## src/rtl/mrsc_pkg.sv

```systemverilog
// Shared MRSC constants and the 16->32 bit codeword encoder function.
// Bit 0 of data/codeword is the MSB, matching the decoder's [0:N] numbering.
package mrsc_pkg;

    localparam int unsigned MRSC_DATA_W = 16;
    localparam int unsigned MRSC_CW_W   = 32;
    localparam int unsigned MRSC_ROWS   = 4;
    localparam int unsigned MRSC_ROW_W  = 8;

    localparam int unsigned ROW_P0 = 6;
    localparam int unsigned ROW_P1 = 7;
    localparam int unsigned XCHK0  = 4;
    localparam int unsigned XCHK1  = 5;

    // One row with its data nibble and row checks; column/diagonal slots left zero.
    function automatic logic [0:MRSC_ROW_W-1] mrsc_row(input logic [0:3] nib);
        logic [0:MRSC_ROW_W-1] row;
        row          = '0;
        row[0:3]     = nib;
        row[ROW_P0]  = nib[0] ^ nib[2];
        row[ROW_P1]  = nib[1] ^ nib[3];
        return row;
    endfunction

    function automatic logic [MRSC_CW_W-1:0] mrsc_encode(input logic [MRSC_DATA_W-1:0] data);
        logic [0:MRSC_DATA_W-1] d;
        logic [0:MRSC_ROW_W-1]  s0, s1, s2, s3;
        logic [0:3]             x;
        d  = data;
        s0 = mrsc_row(d[0:3]);
        s1 = mrsc_row(d[4:7]);
        s2 = mrsc_row(d[8:11]);
        s3 = mrsc_row(d[12:15]);
        x  = s0[0:3] ^ s1[0:3] ^ s2[0:3] ^ s3[0:3];
        s2[XCHK0] = x[0];
        s3[XCHK0] = x[1];
        s2[XCHK1] = x[2];
        s3[XCHK1] = x[3];
        s0[XCHK0] = s0[0] ^ s1[1] ^ s2[0] ^ s3[1];
        s1[XCHK0] = s0[1] ^ s1[0] ^ s2[1] ^ s3[0];
        s0[XCHK1] = s0[2] ^ s1[3] ^ s2[2] ^ s3[3];
        s1[XCHK1] = s0[3] ^ s1[2] ^ s2[3] ^ s3[2];
        return {s0, s1, s2, s3};
    endfunction

endpackage

```

## src/rtl/mrsc_enc_core.sv

```systemverilog
// Combinational MRSC encoder: 16-bit data word to 32-bit codeword.
module mrsc_enc_core
    import mrsc_pkg::*;
(
    input  logic [MRSC_DATA_W-1:0] data,
    output logic [MRSC_CW_W-1:0]   codeword
);

    always_comb begin
        codeword = mrsc_encode(data);
    end

endmodule

```

## src/rtl/mrsc_encoder.sv

```systemverilog
// MRSC encoder front end: encodes accepted words, applies the injection mask and
// queues codewords in a small valid/ready FIFO with a saturating accept counter.
module mrsc_encoder
    import mrsc_pkg::*;
#(
    parameter int unsigned DEPTH = 2,
    parameter int unsigned CNT_W = 16
) (
    input  logic                     clk,
    input  logic                     rst_n,
    input  logic                     in_valid,
    output logic                     in_ready,
    input  logic [MRSC_DATA_W-1:0]   data_in,
    input  logic [MRSC_CW_W-1:0]     inj_mask,
    output logic                     out_valid,
    input  logic                     out_ready,
    output logic [MRSC_CW_W-1:0]     data_out,
    output logic [$clog2(DEPTH):0]   fifo_level,
    output logic [CNT_W-1:0]         words_enc,
    input  logic                     clear_cnt
);

    localparam int unsigned PTR_W = $clog2(DEPTH);
    localparam logic [PTR_W:0] FULL_LVL = (PTR_W + 1)'(DEPTH);

    logic [PTR_W-1:0]     wr_ptr_q, rd_ptr_q;
    logic [PTR_W:0]       level_q, level_d;
    logic [CNT_W-1:0]     cnt_q, cnt_d;
    logic [MRSC_CW_W-1:0] mem_q [DEPTH];
    logic [MRSC_CW_W-1:0] codeword;
    logic                 push, pop;

    mrsc_enc_core u_enc_core (
        .data     (data_in),
        .codeword (codeword)
    );

    // Handshake derives from registered level only, so in_ready never sees out_ready.
    always_comb begin
        in_ready   = (level_q < FULL_LVL);
        out_valid  = (level_q != '0);
        push       = in_valid & in_ready;
        pop        = out_valid & out_ready;
        data_out   = out_valid ? mem_q[rd_ptr_q] : '0;
        fifo_level = level_q;
        words_enc  = cnt_q;
    end

    always_comb begin
        level_d = level_q;
        unique case ({push, pop})
            2'b10:   level_d = level_q + 1'b1;
            2'b01:   level_d = level_q - 1'b1;
            default: level_d = level_q;
        endcase
    end

    always_comb begin
        cnt_d = cnt_q;
        if (clear_cnt) begin
            cnt_d = '0;
        end else if (push && (cnt_q != '1)) begin
            cnt_d = cnt_q + 1'b1;
        end
    end

    // DEPTH is a power of two, so natural pointer overflow gives the modulo wrap.
    always_ff @(posedge clk or negedge rst_n) begin
        if (!rst_n) begin
            wr_ptr_q <= '0;
            rd_ptr_q <= '0;
            level_q  <= '0;
            cnt_q    <= '0;
        end else begin
            if (push) wr_ptr_q <= wr_ptr_q + 1'b1;
            if (pop)  rd_ptr_q <= rd_ptr_q + 1'b1;
            level_q <= level_d;
            cnt_q   <= cnt_d;
        end
    end

    always_ff @(posedge clk) begin
        if (push) begin
            mem_q[wr_ptr_q] <= codeword ^ inj_mask;
        end
    end

endmodule

```

## config.mk

```make
export PLATFORM = sky130hd
export DESIGN_NAME = mrsc_encoder
export DESIGN_NICKNAME = d
export VERILOG_FILES = /design/src/rtl/mrsc_pkg.sv /design/src/rtl/mrsc_enc_core.sv /design/src/rtl/mrsc_encoder.sv
export SDC_FILE = /design/constraint.sdc
export NUM_CORES = 1
export LEC_CHECK = 0
export ABC_AREA = 0
export CAP_MARGIN = 10
export CORE_UTILIZATION = 35
export CTS_CLUSTER_DIAMETER = 30
export DETAILED_ROUTE_END_ITERATION = 8
export SKIP_CTS_REPAIR_TIMING = 1
export SLEW_MARGIN = 20
export SYNTH_ARGS = -nofsm -noshare
export SYNTH_HDL_FRONTEND = slang
export SYNTH_HIERARCHICAL = 1
export SYNTH_SLANG_ARGS = --single-unit
```

## constraint.sdc

```tcl
create_clock -name clk -period 4.9 [get_ports clk]
set_clock_uncertainty 0.15 [all_clocks]
set_input_delay 1.47 -clock clk [delete_from_list [all_inputs] [get_ports clk]]
set_output_delay 1.47 -clock clk [all_outputs]
set_load 0.02 [all_outputs]
```

=== After elaboration in Yosys (flattened, before gate mapping) ===
Memories as Yosys holds them, arrays and structs flattened.
Cells that the tools add are included.

* Bits in registers: 20
* Bits in latches: 0
* Bits in writable memories: 64
* ROM bits: 0
* Output and inout port bits: 52
* Memories: 1

* Add/sub/neg operators: 5
* $mul: 0
* Div/mod/pow operators: 0
* $lt $le $gt $ge: 1
* Eq/ne operators: 3
* Shifts and indexed selects: 0
* Muxes and demuxes: 6
* Bitwise operators: 26
* Reduce and logical (&&, ||, !) cells: 4

{| class="wikitable"
|+ Memory list
! memory !! depth !! width !! read ports !! clocked after memory_dff !! wr ports !! RTL line !! text
|-
| mem_q || 2 || 32 || 1 || 0 || 1 || mrsc_encoder.sv:29 || <nowiki>logic [MRSC_CW_W-1:0] mem_q [DEPTH];</nowiki>
|}

{| class="wikitable"
|+ Operators by type and width
! operator !! count
|-
| 2-to-1 mux 16 bit || 2
|-
| 2-to-1 mux 32 bit || 1
|-
| XOR 32 bit || 1
|-
| XOR 1 bit || 20
|-
| adder 16 x 1 -> 16 bit (second input constant) || 1
|-
| inequality test 16 bit (second input constant) || 1
|-
| XOR 4 bit || 3
|-
| nonzero test 2 bit || 3
|-
| case mux 2 bit (2 select lines) || 1
|-
| adder 1 bit (second input constant) || 2
|-
| adder 2 x 1 -> 2 bit (second input constant) || 1
|-
| AND 1 bit || 2
|-
| equality test 2 x 1 -> 1 bit (second input constant) || 1
|-
| equality test 2 bit (second input constant) || 1
|-
| less-than comparator 2 bit (second input constant) || 1
|-
| 2-to-1 mux 1 bit || 2
|-
| subtractor 2 x 1 -> 2 bit (second input constant) || 1
|-
| logical AND 1 bit || 1
|}

=== Logic depth before layout (Yosys ltp) ===
Gate-level depths: netlist of the first run.

* Depth after elaboration: 5
* Depth in mapped cells: 8
* Gate-level depth less buffers: 7

=== Hierarchy ===
The synthesis of the first run kept the hierarchy.

{| class="wikitable"
|+ By module, submodules not included
! module !! times used !! cells each !! area each (sq um) !! seq. area each (sq um)
|-
| mrsc_encoder || 1 || 286 || 3847.4 || 2422.3
|-
| mrsc_enc_core || 1 || 40 || 360.3 || 0.0
|}

=== Worst setup path before layout of the first run ===
No wires, ideal clock.

* Path kind: in2reg
* Start point: in in_valid
* End point: mem mem_q[0][0], enable pin
* Arrival: 3.529 ns
* Path slack: 0.800 ns
* Stages: 5
* Path buffers: 2
* Cell sequence: nor2b_1 inv_2 clkbuf_1 buf_2 nor2_1

* Cells in the longest elaborated chain, start to end: 3

{| class="wikitable"
|+ Ends and longest elaborated chain
! what !! RTL line !! text
|-
| start: declaration || mrsc_encoder.sv:11 || <nowiki>input logic in_valid,</nowiki>
|-
| AND 1 bit || mrsc_encoder.sv:42 || <nowiki>push = in_valid & in_ready;</nowiki>
|-
| 2-to-1 mux 1 bit || mrsc_encoder.sv:83 || <nowiki>if (push) begin</nowiki>
|-
| 2-to-1 mux 1 bit (implied by the code) || mrsc_encoder.sv:84 || <nowiki>mem_q[wr_ptr_q] <= codeword ^ inj_mask;</nowiki>
|-
| end: declaration || mrsc_encoder.sv:29 ||
|}

No other way between the ends.

=== Worst setup path in the final report of the first run ===
* Start point: reg level_q[0] (netlist: fifo_level[0])
* End point: out data_out[11]

* Cells in the longest elaborated chain, start to end: 2

{| class="wikitable"
|+ Ends and longest elaborated chain
! what !! RTL line !! text
|-
| start: declaration || mrsc_encoder.sv:27 || <nowiki>logic [PTR_W:0] level_q, level_d;</nowiki>
|-
| start signal: assignment || mrsc_encoder.sv:77 || <nowiki>level_q <= level_d;</nowiki>
|-
| nonzero test 2 bit || mrsc_encoder.sv:41 || <nowiki>out_valid = (level_q != '0);</nowiki>
|-
| 2-to-1 mux 32 bit || mrsc_encoder.sv:44 || <nowiki>data_out = out_valid ? mem_q[rd_ptr_q] : '0;</nowiki>
|-
| end: declaration || mrsc_encoder.sv:17 || <nowiki>output logic [MRSC_CW_W-1:0] data_out,</nowiki>
|}

No other way between the ends.

==> Implementation_results.wiki, run 1 <==
{| class="wikitable"
! Metric !! Value
|-
| Run status || finished, violations left
|-
| Failing checks || DRC
|-
| Yosys cell types || 45
|-
| Leak pwr || 2.077 nW
|-
| Tightest slew margin relative to the limit || 0.3658
|-
| Slew at the pin with the worst max-slew slack || 948.4 ps
|-
| Fin crit share || 0.8228
|-
| Share of the yosys chip area belonging to registers || 0.5757
|-
| Switching part of the total || 0.3506
|-
| Vias in the first global route || 2754
|-
| Tmin final || 4032 ps
|-
| Layout cells sized above 1 || 0.07820
|-
| Class of the worst hold path || reg2reg
|-
| P_sw || 0.0009630 W
|-
| Part of the power in the clock network || 0.225
|-
| Total core area || 0.01156 mm²
|-
| Worst r2r path cells || 8
|-
| Post-route setup TNS || 0 ps
|-
| Comb pwr share || 0.406
|-
| Internal Pwr Total || 0.001784 W
|-
| Count of nets left with antenna violations after detail routing || 0
|-
| Max Buffers Root-to-Sink || 2
|-
| Die Area || 0.01246 mm²
|-
| Cell types with the highest counts after synthesis || 64 x sky130_fd_sc_hd__edfxtp_1, 42 x sky130_fd_sc_hd__nor2_1, 41 x sky130_fd_sc_hd__xor2_1
|-
| Critical Path RT || 3280 ps
|-
| Number of fillers in the final layout || 1017
|-
| Capturing element of the worst setup path || data_out[11]
|-
| Critical R2R Launch || fifo_level[0]
|-
| Number of enable flip-flop cells after synthesis || 64
|-
| R2r endpoint || fifo_level[1]
|-
| Clock tree from TritonCTS || yes
|-
| Yosys top cell by area || sky130_fd_sc_hd__edfxtp_1
|-
| Drt first-iter violations || 149
|-
| Proportion of power drawn by flip-flops and latches || 0.369
|-
| Routed WL per cell || 15.88 µm
|-
| Residual DRC || 6
|-
| Post-placement cell count || 549
|-
| Insertion delay of the later-clocked pin in the worst-skew pair || 330 ps
|-
| Horizontal extent of the die || 111.6 µm
|-
| I/O pin total || 105
|-
| Final Setup Violations || 0
|-
| Worst Setup Start Kind || flop
|-
| Proportion of netlist area held by the largest area contributor || 0.4567
|-
| Layout overhead on the synthesized area || 32.29%
|-
| Sum of routed wire length over all layers || 8973 µm
|-
| Number of nets in the final layout || 472
|-
| Placer Congestion || 0.7915
|-
| Met2 track demand over resource in global routing || 0.2418
|-
| Layer with the highest usage after global routing || met2
|-
| Clock edge transition at the registers on the reported setup and hold paths || 70 ps
|-
| Total global-route track usage || 0.1500
|-
| Endpoints failing hold || 0
|-
| Met1 track utilization from global routing || 0.1948
|-
| Wire length of the first global-routing pass || 14190 µm
|-
| Count of maximum capacitance violations || 0
|-
| Vertical extent of the die || 111.6 µm
|-
| PD cells || 493.4 mW/mm²
|-
| Sort of element at the end of the critical path || primary output
|-
| Synthesized cell area || 0.004208 mm²
|-
| Cells after synthesis || 326
|-
| Synthesized area per cell || 12.91 µm²
|-
| H-tree depth || 3
|-
| Final global-route overflow total || 0
|-
| Worst-path fanout max || 17
|-
| Clk sinks || 84
|-
| Critical path arrival || 2410 ps
|-
| Cell with the most instances after synthesis || sky130_fd_sc_hd__edfxtp_1
|-
| DP HPWL || 6525 µm
|-
| Setup slack of the worst register-to-register path || 2360 ps
|-
| Start point of the critical path || fifo_level[0]
|-
| Initial standard-cell utilization of the core || 0.3638
|-
| Achievable frequency || 0.2480 GHz
|-
| Port buffer count || 104
|-
| Count of inserted antenna diode cells || 0
|-
| Root buffer selected by CTS || sky130_fd_sc_hd__clkbuf_16
|-
| Maximum ir drop on the vdd rail || 253.0 µV
|-
| Number of detailed-routing iterations run before antenna repair || 7
|-
| Maximum number of pins on one net before global-route repair || 33
|-
| RSZ-0062 raised after global routing || no
|-
| Top FF cell, synth || sky130_fd_sc_hd__edfxtp_1
|-
| Ratio of routed vias to standard cells || 4.823
|-
| Yosys warning count || 6
|-
| Flop and latch count out of synthesis || 84
|-
| Critical Setup Path Class || reg2out
|-
| CTS Buf Count || 9
|-
| Number of nets in the synthesized netlist || 381
|-
| Total number of vias || 2725
|-
| Fraction of registers with async set or reset after synthesis || 0.2381
|-
| Final cell count without fillers || 565
|-
| Leading post-synthesis cells by cell area || sky130_fd_sc_hd__edfxtp_1 46%, sky130_fd_sc_hd__dfrtp_1 12%, sky130_fd_sc_hd__xor2_1 8.5%
|-
| Antenna violations before repair || 0
|-
| Global-route track usage on met3 || 0.03430
|-
| Standard-cell row count || 39
|-
| Number of max-slew violations in the final report || 0
|}
registers in the layout, indices dropped and copies added (netlist names):
signal and flops:
fifo_level 2, words_enc 16, mem_q 64, rd_ptr_q 1, wr_ptr_q 1
layout by cell type, fill, tap and decap left out, types with 4 or more instances in the layout:
cell / n
sky130_fd_sc_hd__a21oi_1: 10
sky130_fd_sc_hd__xnor2_1: 17
sky130_fd_sc_hd__buf_4: 4
sky130_fd_sc_hd__nor2_1: 40
sky130_fd_sc_hd__clkdlybuf4s50_1: 104
sky130_fd_sc_hd__o31ai_1: 5
sky130_fd_sc_hd__or3_1: 5
sky130_fd_sc_hd__dfrtp_1: 19
sky130_fd_sc_hd__inv_1: 5
sky130_fd_sc_hd__nand2_1: 5
sky130_fd_sc_hd__xor2_2: 4
sky130_fd_sc_hd__edfxtp_1: 64
sky130_fd_sc_hd__mux2i_1: 33
sky130_fd_sc_hd__nand4_1: 4
sky130_fd_sc_hd__xor2_1: 41
sky130_fd_sc_hd__clkbuf_16: 9
layer usage:
metal  vias to the layer above  wire length (µm)  part of all wire
met5                         -                 0                 0
met4                         0               176             0.020
met3                        10               515             0.057
met2                        94              4335              0.48
met1                      1297              3945              0.44
li1                       1324                 -                 -
layout make-up:
class,count,area [µm²],area share
clock buffers,10,229.0,0.04113
multi-input cells,208,1595,0.2866
repair buffers,108,1071,0.1924
well taps,143,178.9,0.03214
clock inverters,6,46.29,0.008316
flip-flops and latches,84,2424,0.4354
inverters,6,22.52,0.004046
cell families (layout without fill, tap and decap cells):
group	after synthesis	after routing	share of synthesized area
XOR/XNOR	62	62	0.1362
buffers and inverters	34	130	0.04758
flip-flops	84	84	0.5757
multiplexers	35	35	0.08385
AND/OR/NAND/NOR	84	84	0.1106
adder cells (fa/ha/maj)	2	2	0.005946
AO/OA/AOI/OAI	25	25	0.04014
power groups by stage:
stage / sequential (W) / clock (W) / combinational, W
2_1_floorplan: 0.000987 / 0 / 0.000655
3_3_place_gp: 0.00103 / 0 / 0.00113
3_5_place_dp: 0.00103 / 0 / 0.00113
4_1_cts: 0.00102 / 0.000631 / 0.00114
5_1_grt: 0.00103 / 0.000661 / 0.00120
6_report: 0.00101 / 0.000618 / 0.00112
metrics by stage:
step | area, µm² | hold WS (ps) | setup slack (ps) | util | power, W
finish | 5567 | 406.9 | 868.3 | 0.4813 | 0.002747
global route | 5567 | 442.0 | 649.0 | 0.4813 | 0.002888
CTS | 5567 | 414.4 | 771.4 | 0.4813 | 0.002786
detailed placement | 5291 | 400.5 | 1147 | 0.4575 | 0.002163
global placement | 5291 | 397.2 | 1126 | 0.4575 | 0.002153
floorplan | 4208 | 310.3 | 799.9 | - | 0.001641
worst min-delay path by stage:
stage                  start       end  cells after the start
detailed placement  wr_ptr_q  wr_ptr_q                      1
global route        wr_ptr_q  wr_ptr_q                      1
global placement    wr_ptr_q  wr_ptr_q                      1
floorplan           wr_ptr_q  wr_ptr_q                      1
CTS                 wr_ptr_q  wr_ptr_q                      1
finish              wr_ptr_q  wr_ptr_q                      1
critical path, stage by stage, from the launching register on:
cell	delay (ps)
sky130_fd_sc_hd__dfrtp_1	430
sky130_fd_sc_hd__nor2_2	640
sky130_fd_sc_hd__buf_4	350
sky130_fd_sc_hd__nor2_1	90
sky130_fd_sc_hd__clkdlybuf4s50_1	550
Power figures use the tool's default switching activity.
==> run 2, diff against run 1 <==
clock period = 3.9 ns   (was 4.9 ns; I/O delays follow)
==> run 2 against run 1 <==
  * The flow still finishes with violations (DRC)
  * First-iteration DRC count decreased by 11%
  * Cell count increased by 0.35%
  * Clock-buffer cell count unchanged
  * Register-to-register slack got worse by 880 ps
  * Clock power increased by 43%
  * Die area unchanged
  * Setup slack got worse by 400 ps
  * Power increased by 30%
  * Critical path type unchanged
  * Largest cell class unchanged
==> Implementation_results.wiki, run 2 (synthesis results as in run 1) <==
{| class="wikitable"
! Metric !! Value
|-
| Count of nets left with antenna violations after detail routing || 0 (unchanged)
|-
| H-tree depth || 3 (unchanged)
|-
| Number of max-slew violations in the final report || 0 (unchanged)
|-
| Horizontal extent of the die || 111.6 µm (unchanged)
|-
| Longest individual stage delay on the worst path || 670 ps (was 640 ps)
|-
| Cell type of the slowest stage on the worst timing path || sky130_fd_sc_hd__dfrtp_2 (was sky130_fd_sc_hd__nor2_2)
|-
| Total global-route track usage || 0.1476 (was 0.1500)
|-
| Final Setup Violations || 0 (unchanged)
|-
| Worst Setup Start Kind || flop (unchanged)
|-
| Clock edge transition at the registers on the reported setup and hold paths || 60 ps (was 70 ps)
|-
| Root buffer selected by CTS || sky130_fd_sc_hd__clkbuf_16 (unchanged)
|-
| Sort of element at the end of the critical path || primary output (unchanged)
|-
| Final worst setup slack || 467.5 ps (was 868.3 ps)
|-
| Final global-route overflow total || 0 (unchanged)
|-
| Achievable frequency || 0.2913 GHz
|-
| Port buffer count || 104 (unchanged)
|-
| Hold path depth || 1 (unchanged)
|-
| PD cells || 634.0 mW/mm² (was 493.4 mW/mm²)
|-
| Commonest cells after routing, fill and taps aside || 104 x sky130_fd_sc_hd__clkdlybuf4s50_1, 64 x sky130_fd_sc_hd__edfxtp_1, 41 x sky130_fd_sc_hd__xor2_1, 40 x sky130_fd_sc_hd__nor2_1, 33 x sky130_fd_sc_hd__mux2i_1 (unchanged)
|-
| Antenna violations before repair || 0 (unchanged)
|-
| Endpoints failing hold || 0 (unchanged)
|-
| Routed WL per cell || 15.49 µm (was 15.88 µm)
|-
| DP HPWL || 6330 µm (was 6525 µm)
|-
| Max Buffers Root-to-Sink || 2 (unchanged)
|-
| Vias in the first global route || 2784 (was 2754)
|-
| Tmin final || 3432 ps
|-
| Maximum ir drop on the vdd rail || 282.9 µV (was 253.0 µV)
|-
| Leak pwr || 2.112 nW (was 2.077 nW)
|-
| Final cell count without fillers || 567 (was 565)
|-
| Count of inserted antenna diode cells || 0 (unchanged)
|-
| Clock tree from TritonCTS || yes (unchanged)
|-
| Vertical extent of the die || 111.6 µm (unchanged)
|-
| Critical Setup Path Class || reg2out (unchanged)
|-
| Most common library cell in the layout ignoring fill and taps || sky130_fd_sc_hd__clkdlybuf4s50_1 (unchanged)
|-
| Critical path arrival || 2110 ps (was 2410 ps)
|-
| Number of detailed-routing iterations run before antenna repair || 8 (was 7)
|-
| Residual DRC || 12 (was 6)
|-
| Drt first-iter violations || 133 (was 149)
|-
| Number of nets in the final layout || 474 (was 472)
|-
| Tightest slew margin relative to the limit || 0.3651 (was 0.3658)
|-
| Sum of routed wire length over all layers || 8784 µm (was 8973 µm)
|-
| List of cells traversed by the critical path || buf_4 > mux2i_1 > nor2_1 > clkdlybuf4s50_1 (was nor2_2 > buf_4 > nor2_1 > clkdlybuf4s50_1)
|-
| Run status || finished, violations left (unchanged)
|-
| Layout overhead on the synthesized area || 33.66% (was 32.29%)
|-
| Placer Congestion || 0.8139 (was 0.7915)
|-
| I/O pin total || 105 (unchanged)
|-
| Maximum number of pins on one net before global-route repair || 34 (was 33)
|-
| Clk sinks || 84 (unchanged)
|-
| Total number of vias || 2709 (was 2725)
|-
| Wire length of the first global-routing pass || 14210 µm (was 14190 µm)
|-
| Standard-cell row count || 39 (unchanged)
|-
| Die Area || 0.01246 mm² (unchanged)
|-
| Post-route setup TNS || 0 ps (unchanged)
|-
| Failing checks || DRC (unchanged)
|-
| Total core area || 0.01156 mm² (unchanged)
|-
| Class of the worst hold path || reg2reg (unchanged)
|-
| RSZ-0062 raised after global routing || no (unchanged)
|-
| Layout cells sized above 1 || 0.08019 (was 0.07820)
|-
| Insertion delay of the later-clocked pin in the worst-skew pair || 320 ps (was 330 ps)
|-
| Fin crit share || 0.8801
|-
| Slew at the pin with the worst max-slew slack || 949.4 ps (was 948.4 ps)
|-
| Hold WS || 397.7 ps (was 406.9 ps)
|-
| Count of maximum capacitance violations || 0 (unchanged)
|-
| Worst r2r path cells || 5 (was 8)
|-
| Largest register by flop count || mem_q (unchanged)
|-
| Ratio of routed vias to standard cells || 4.778 (was 4.823)
|-
| Utilization after layout || 0.4863 (was 0.4813)
|-
| Pre-CTS setup slack || 559.3 ps (was 1147 ps)
|-
| Number of flip-flops in the largest register || 64 (unchanged)
|-
| Post-placement cell count || 551 (was 549)
|-
| Initial standard-cell utilization of the core || 0.3638 (unchanged)
|-
| CTS Buf Count || 9 (unchanged)
|-
| Worst-path fanout max || 17 (unchanged)
|-
| Critical Path RT || 2580 ps (was 3280 ps)
|}
run 2: cell types whose count changed in the layout (fill, tap and decap cells not counted), sizes merged:
cell,before,now
bufinv,0,2
inv,8,6
buf,4,6
clkinv,1,3
clkinvlp,3,1
run 2: critical path, delay by kind of cell, from the launching register on:
kind | cells | cell delay (ps)
flip-flops | 1 | 670
AND/OR/NAND/NOR | 1 | 80
multiplexers | 1 | 220
buffers and inverters | 2 | 820
run 2: final timing paths:
kind / to / slack, ps / startpoint
max: data_out[3] / 470 / rd_ptr_q
min: wr_ptr_q / 400 / wr_ptr_q
max reg2reg: words_enc[9] / 1480 / words_enc[0]
min reg2reg: wr_ptr_q / 400 / wr_ptr_q
max in group asynchronous: rd_ptr_q / 1730 / rst_n
min in group asynchronous: words_enc[6] / 1220 / rst_n
run 2: layout make-up:
type	instances	area (µm²)
clock inverters	6	88.84
inverters	6	22.52
flip-flops and latches	84	2424
clock buffers	10	229.0
repair buffers	110	1086
well taps	143	178.9
fillers	1038	5941
multi-input cells	208	1595
run 2: report_power, final:
part | switching, W | internal (W) | leakage [nW]
Combinational | 0.000768 | 0.000655 | 1.11
Clock | 0.000325 | 0.000561 | 0.150
Sequential | 0.0000950 | 0.00116 | 0.856
run 2: through the flow:
stage / cell area, µm² / total power (W)
6_report: 5624 / 0.003566
5_1_grt: 5624 / 0.003754
4_1_cts: 5624 / 0.003623
3_5_place_dp: 5306 / 0.002722
3_3_place_gp: 5306 / 0.002715
2_1_floorplan: 4208 / 0.002062
run 2: layer usage:
metal / part of all wire / vias up / GRT usage
li1: - / 1329 / -
met1: 0.44 / 1294 / 0.1876
met2: 0.49 / 77 / 0.2451
met3: 0.052 / 9 / 0.03375
met4: 0.014 / 0 / 0.05495
met5: 0 / - / 0
==> edit 1: new RTL, flow settings as in run 2 <==
Change the parameter `DEPTH` from 2 to 4.
--- a/src/rtl/mrsc_encoder.sv
+++ b/src/rtl/mrsc_encoder.sv
@@ -3,7 +3,7 @@
 module mrsc_encoder
     import mrsc_pkg::*;
 #(
-    parameter int unsigned DEPTH = 2,
+    parameter int unsigned DEPTH = 4,
     parameter int unsigned CNT_W = 16
 ) (
     input  logic                     clk,
Interface: changed (resized fifo_level); port bits go from 105 to 106. The function was not compared with the original's and may differ.
==> edit 1 against run 2 <==
  * Total power is 75% higher
  * Sequential cell count increased by 67
  * Routed wire length is 67% higher
  * Clock power grew 110%
  * Final cell count increased by 41%
  * Count of clock-buffer cells in the layout up 7
  * Critical path type unchanged
  * Final area is 56% higher
  * Synthesized area is 62% higher
  * Setup slack worse by 0.31 ns
==> edit 1: results (changes against run 2) <==
run_status:
  status: "completed"
global_routing:
  grtUsageMet2_pct: 26.7  # +2.2 points
  met3_usage_pct: 3.78  # +0.40 points
  grt_pass1_wl_um: 22900  # +61%
  grt_util_all_layers_pct: 15.8  # +1.0 points
  grtUsageMet1_pct: 19.6  # +0.79 points
  grt_pass1_vias: 4065  # +46%
route:
  routed_via_density: 4.85  # +1.6%
  dr_wl_met2_um: 7420  # +72%
  drt-initial-drc-count: 336  # +150%
  drt_first_pass_iters: 4  # -4
  wl_per_cell_um: 18.4  # +19%
  wl_met3_um: 763  # +67%
placement:
  dp_cells: 766  # +39%
  gp_congestion: 0.785  # -3.5%
  io_buffers: 105  # +0.96%
  dp_hpwl_um: 10000  # +58%
yosys:
  postSynthAreaPerCell_um2: 16.3  # +27%
  synth_nets: 478  # +25%
  synth_enable_flop_cells: 128  # +100%
  synthDistinctLibCells: 39  # -13%
  async_flop_share_pct: 15.2  # -8.6 points
  synth-seq-area-share_pct: 64.7  # +7.1 points
  yosys-top-cells-count: "edfxtp_1 (128), xor2_1 (42), and2_1 (40)"
clock_network:
  h-tree-depth: 4  # +1
  numCtsBuffers: 17  # +8
  clk-insertion-delay-late_ns: 0.42  # +0.10 ns
power:
  p_int_uw: 4360  # +83%
  peakVddDrop_uv: 379  # +34%
  power_leakage_uw: 0.00304  # +44%
setup_path:
  setup.worst_path.end: "data_out[22]"
  cp.arrival_ns: 2.42  # +0.31 ns
  reg2reg_slack_ns: 1.51  # +0.03 ns
  critPathMaxFanout: 18  # +1
cells_and_area:
  layout.nets: 585  # +23%
  largest_reg_flops: 128  # +100%
==> edit 1: cell types whose count changed after synthesis, moves of 4 or more <==
cell      delta
edfxtp_1    +64
and2_1      +37
nor2_1      -37
mux4_2      +32
mux2i_1     -31
ha_1         +4
nand2_1      +4
nand3_1      +4
o21ai_0      +4
or4_1        +4
==> edit 1: worst max-delay path: stages (launching register included) <==
cell             delay [ns]
dfrtp_2                0.35
buf_4                  0.33
mux4_2                 0.58
and2_1                 0.19
clkdlybuf4s50_1        0.54
==> edit 1: final cells by class <==
type,count,area [µm²],area share (%)
timing repair buffer,120,1160,13.2
clock buffer,17,425,4.84
tap,260,325,3.70
multi-input combinational,227,2190,25.0
sequential,151,4420,50.3
clock inverter,14,230,2.62
inverter,8,30.0,0.342
==> edit 1: per-stage QoR <==
stage	util [%]	hold slack [ns]	area, µm²	worst slack, ns
2_1_floorplan	-	0.430	6830	0.869
3_3_place_gp	43.0	0.364	8130	0.579
3_5_place_dp	43.0	0.394	8130	0.585
4_1_cts	46.5	0.405	8790	0.115
5_1_grt	46.5	0.417	8790	0.0438
6_report	46.5	0.387	8790	0.157
==> edit 1: power groups by stage <==
stage	Combinational (µW)	Sequential, µW	Clock, µW
after floorplan	1350	2160	0
after global placement	2310	2150	0
after detailed placement	2330	2160	0
after CTS	2350	2130	1840
after global routing	2460	2150	1920
final	2280	2130	1820
==> edit 1: logic make-up (layout without fill, tap and decap cells) <==
family / count (synthesis) / in the layout / synth area share, %
simple gates: 94 / 94 / 8.77
flops: 151 / 151 / 64.7
fa+ha+maj: 7 / 7 / 1.39
xor+xnor: 62 / 62 / 8.39
compound gates: 28 / 28 / 2.38
mux: 36 / 36 / 11.2
buf+inv: 40 / 159 / 3.24
==> edit 2: new RTL, config.mk and constraints of run 2 <==
Without the edit above. Make the reset (`rst_n`) synchronous in one clocked block.
--- a/src/rtl/mrsc_encoder.sv
+++ b/src/rtl/mrsc_encoder.sv
@@ -65,7 +65,7 @@
     end
 
     // DEPTH is a power of two, so natural pointer overflow gives the modulo wrap.
-    always_ff @(posedge clk or negedge rst_n) begin
+    always_ff @(posedge clk) begin
         if (!rst_n) begin
             wr_ptr_q <= '0;
             rd_ptr_q <= '0;
Function: differs if rst_n is asserted again (counterexample within 4 cycles, from zero or initial values and one cycle with rst_n low); with rst_n held inactive, the same outputs for 10 cycles.
==> edit 2 against run 2 <==
  * Die area shrank 3.0%
  * Setup slack better by 0.093 ns
  * Sequential power shrank 3%
  * Routed wire length is 1.8% lower
  * Register-to-register slack better by 0.40 ns
  * Critical path type unchanged
  * Highest routed layer unchanged
  * Synthesized area decreased by 3.0%
  * Final area decreased by 1.9%
  * Total power decreased by 4.0%
  * Global-route usage increased by 0.076 points
  * Utilization fell by 0.11 points
  * Sequential cell count grew 1
==> edit 2: results (changes against run 2) <==
global_routing:
  grt_pass1_wl_um: 13200  # -7.4%
  grt_util_all_layers_pct: 14.8  # +0.076 points
  grt_pass1_vias: 2607  # -6.4%
  antenna_found_initial: 0  # unchanged
  grt_max_degree: 34  # unchanged
setup_path:
  cpPeakStageDelay_ns: 0.62  # -0.05 ns
  reg2reg_to: "words_enc[9]$_SDFFE_PP0P_"
  critPathTopFamily: "buffers and inverters"
  reg2reg_slack_ns: 1.88  # +0.40 ns
  r2r_start: "fifo_level[1]$_SDFFE_PN0P_"
  reg2reg_depth: 5  # unchanged
  setup.worst_path.end: "data_out[8]"
  critPathMaxFanout: 12  # -5
  slowest_stage: "clkdlybuf4s50_1"
  path_class: "reg -> out"
route:
  ant_nets: 0  # unchanged
  drt_first_pass_iters: 4  # -4
  vias: 2741  # +1.2%
  wl_per_cell_um: 15.2  # -2.2%
  drt-initial-drc-count: 125  # -6.0%
cells_and_area:
  num_antenna_cells: 0  # unchanged
  top_register: "mem_q"
  layout.nets: 476  # +0.42%
  largest_reg_flops: 64  # unchanged
  layout-drive-gt1-share_pct: 9.39  # +1.4 points
yosys:
  async_flop_share_pct: 0  # -24 points
  yosys-top-cells-count: "edfxtp_1 (64), xor2_1 (41), nor2_1 (36)"
  ys_warn_count: 6  # unchanged
  synth-seq-area-share_pct: 57.4  # -0.16 points
  dominantRegCellSynth: "edfxtp_1"
  synth_area_leaders: "edfxtp_1 (47%), dfxtp_1 (10%), xor2_1 (8.8%)"
  synth_nets: 381  # unchanged
  synth_enable_flop_cells: 64  # unchanged
  synthDistinctLibCells: 43  # -4.4%
clock_network:
  cts.path.max_buffers: 2  # unchanged
  clk-insertion-delay-late_ns: 0.33
  path_clk_slew_ns: 0.06  # about the same
  root_buffer: "clkbuf_16"
  numCtsBuffers: 9  # unchanged
  h-tree-depth: 3  # unchanged
min_path:
  hp-class: "reg -> reg"
  holdCritStartpoint: "words_enc[15]$_SDFFE_PP0P_"
placement:
  gp_congestion: 0.844  # +3.7%
  io_buffers: 104  # unchanged
  dp_hpwl_um: 6200  # -2.1%
timing:
  setup_viol: 0  # unchanged
  relSlewSlack_pct: 66.0  # +29 points
  hold_viol: 0  # unchanged
power:
  power_leakage_uw: 0.00186  # -12%
  peakVddDrop_uv: 263  # -7.2%
run_status:
  status: "completed"
edit 2: worst min-delay path by stage:
| stage | endpoint | slack (ns) | depth (start not counted) |
|---|---|---|---|
| floorplan | wr_ptr_q$_SDFFE_PN0P_ | 0.39 | 2 |
| global placement | words_enc[15]$_SDFFE_PP0P_ | 0.34 | 2 |
| detailed placement | words_enc[15]$_SDFFE_PP0P_ | 0.35 | 2 |
| CTS | words_enc[15]$_SDFFE_PP0P_ | 0.36 | 2 |
| global route | words_enc[5]$_SDFFE_PP0P_ | 0.39 | 2 |
| finish | words_enc[15]$_SDFFE_PP0P_ | 0.36 | 2 |
edit 2: metrics by stage:
| stage | cell area, µm² | util, % | std cells | setup slack (ns) |
|---|---|---|---|---|
| 2_1_floorplan | 4080 | - | 326 | 0.378 |
| 3_3_place_gp | 5210 | 45.8 | 553 | 0.646 |
| 3_5_place_dp | 5210 | 45.8 | 553 | 0.597 |
| 4_1_cts | 5520 | 48.5 | 569 | 0.501 |
| 5_1_grt | 5520 | 48.5 | 569 | 0.448 |
| 6_report | 5520 | 48.5 | 569 | 0.560 |
edit 2: layer usage:
layer	share of wire, %	GRT usage, %	vias to the layer above
met2	49	24.4	86
met3	7.3	5.29	8
met5	0	0	-
met1	43	18.3	1299
li1	-	-	1348
met4	0.99	4.29	0
edit 2: logic make-up (layout without fill, tap and decap cells):
group                    Yosys count  after routing  share of synthesized area (%)
flip-flops                        85             85                           57.4
AND/OR/NAND/NOR                   83             83                           11.1
XOR/XNOR                          59             59                           13.4
AO/OA/AOI/OAI                     34             34                           5.15
multiplexers                      32             32                           7.85
buffers and inverters             31            131                           4.45
adder cells (fa/ha/maj)            2              2                          0.613
edit 2: worst min-delay path, stage by stage, from the launching register on:
cell,delay [ns]
dfxtp_1,0.33
o31ai_1,0.07
a21oi_1,0.06
edit 2: cell type report:
class                           count  area, µm²
Multi-Input combinational cell    210       1570
Clock inverter                      7       80.1
Fill cell                        1032       5850
Clock buffer                        9        225
Tap cell                          143        179
Timing Repair Buffer              111       1110
Inverter                            4       15.0
Sequential cell                    85       2340
edit 2: report_power, final:
group / switching, µW / internal [µW]
registers: 73.3 / 1150
clock network: 365 / 507
logic: 715 / 613
total: 1150 / 2270
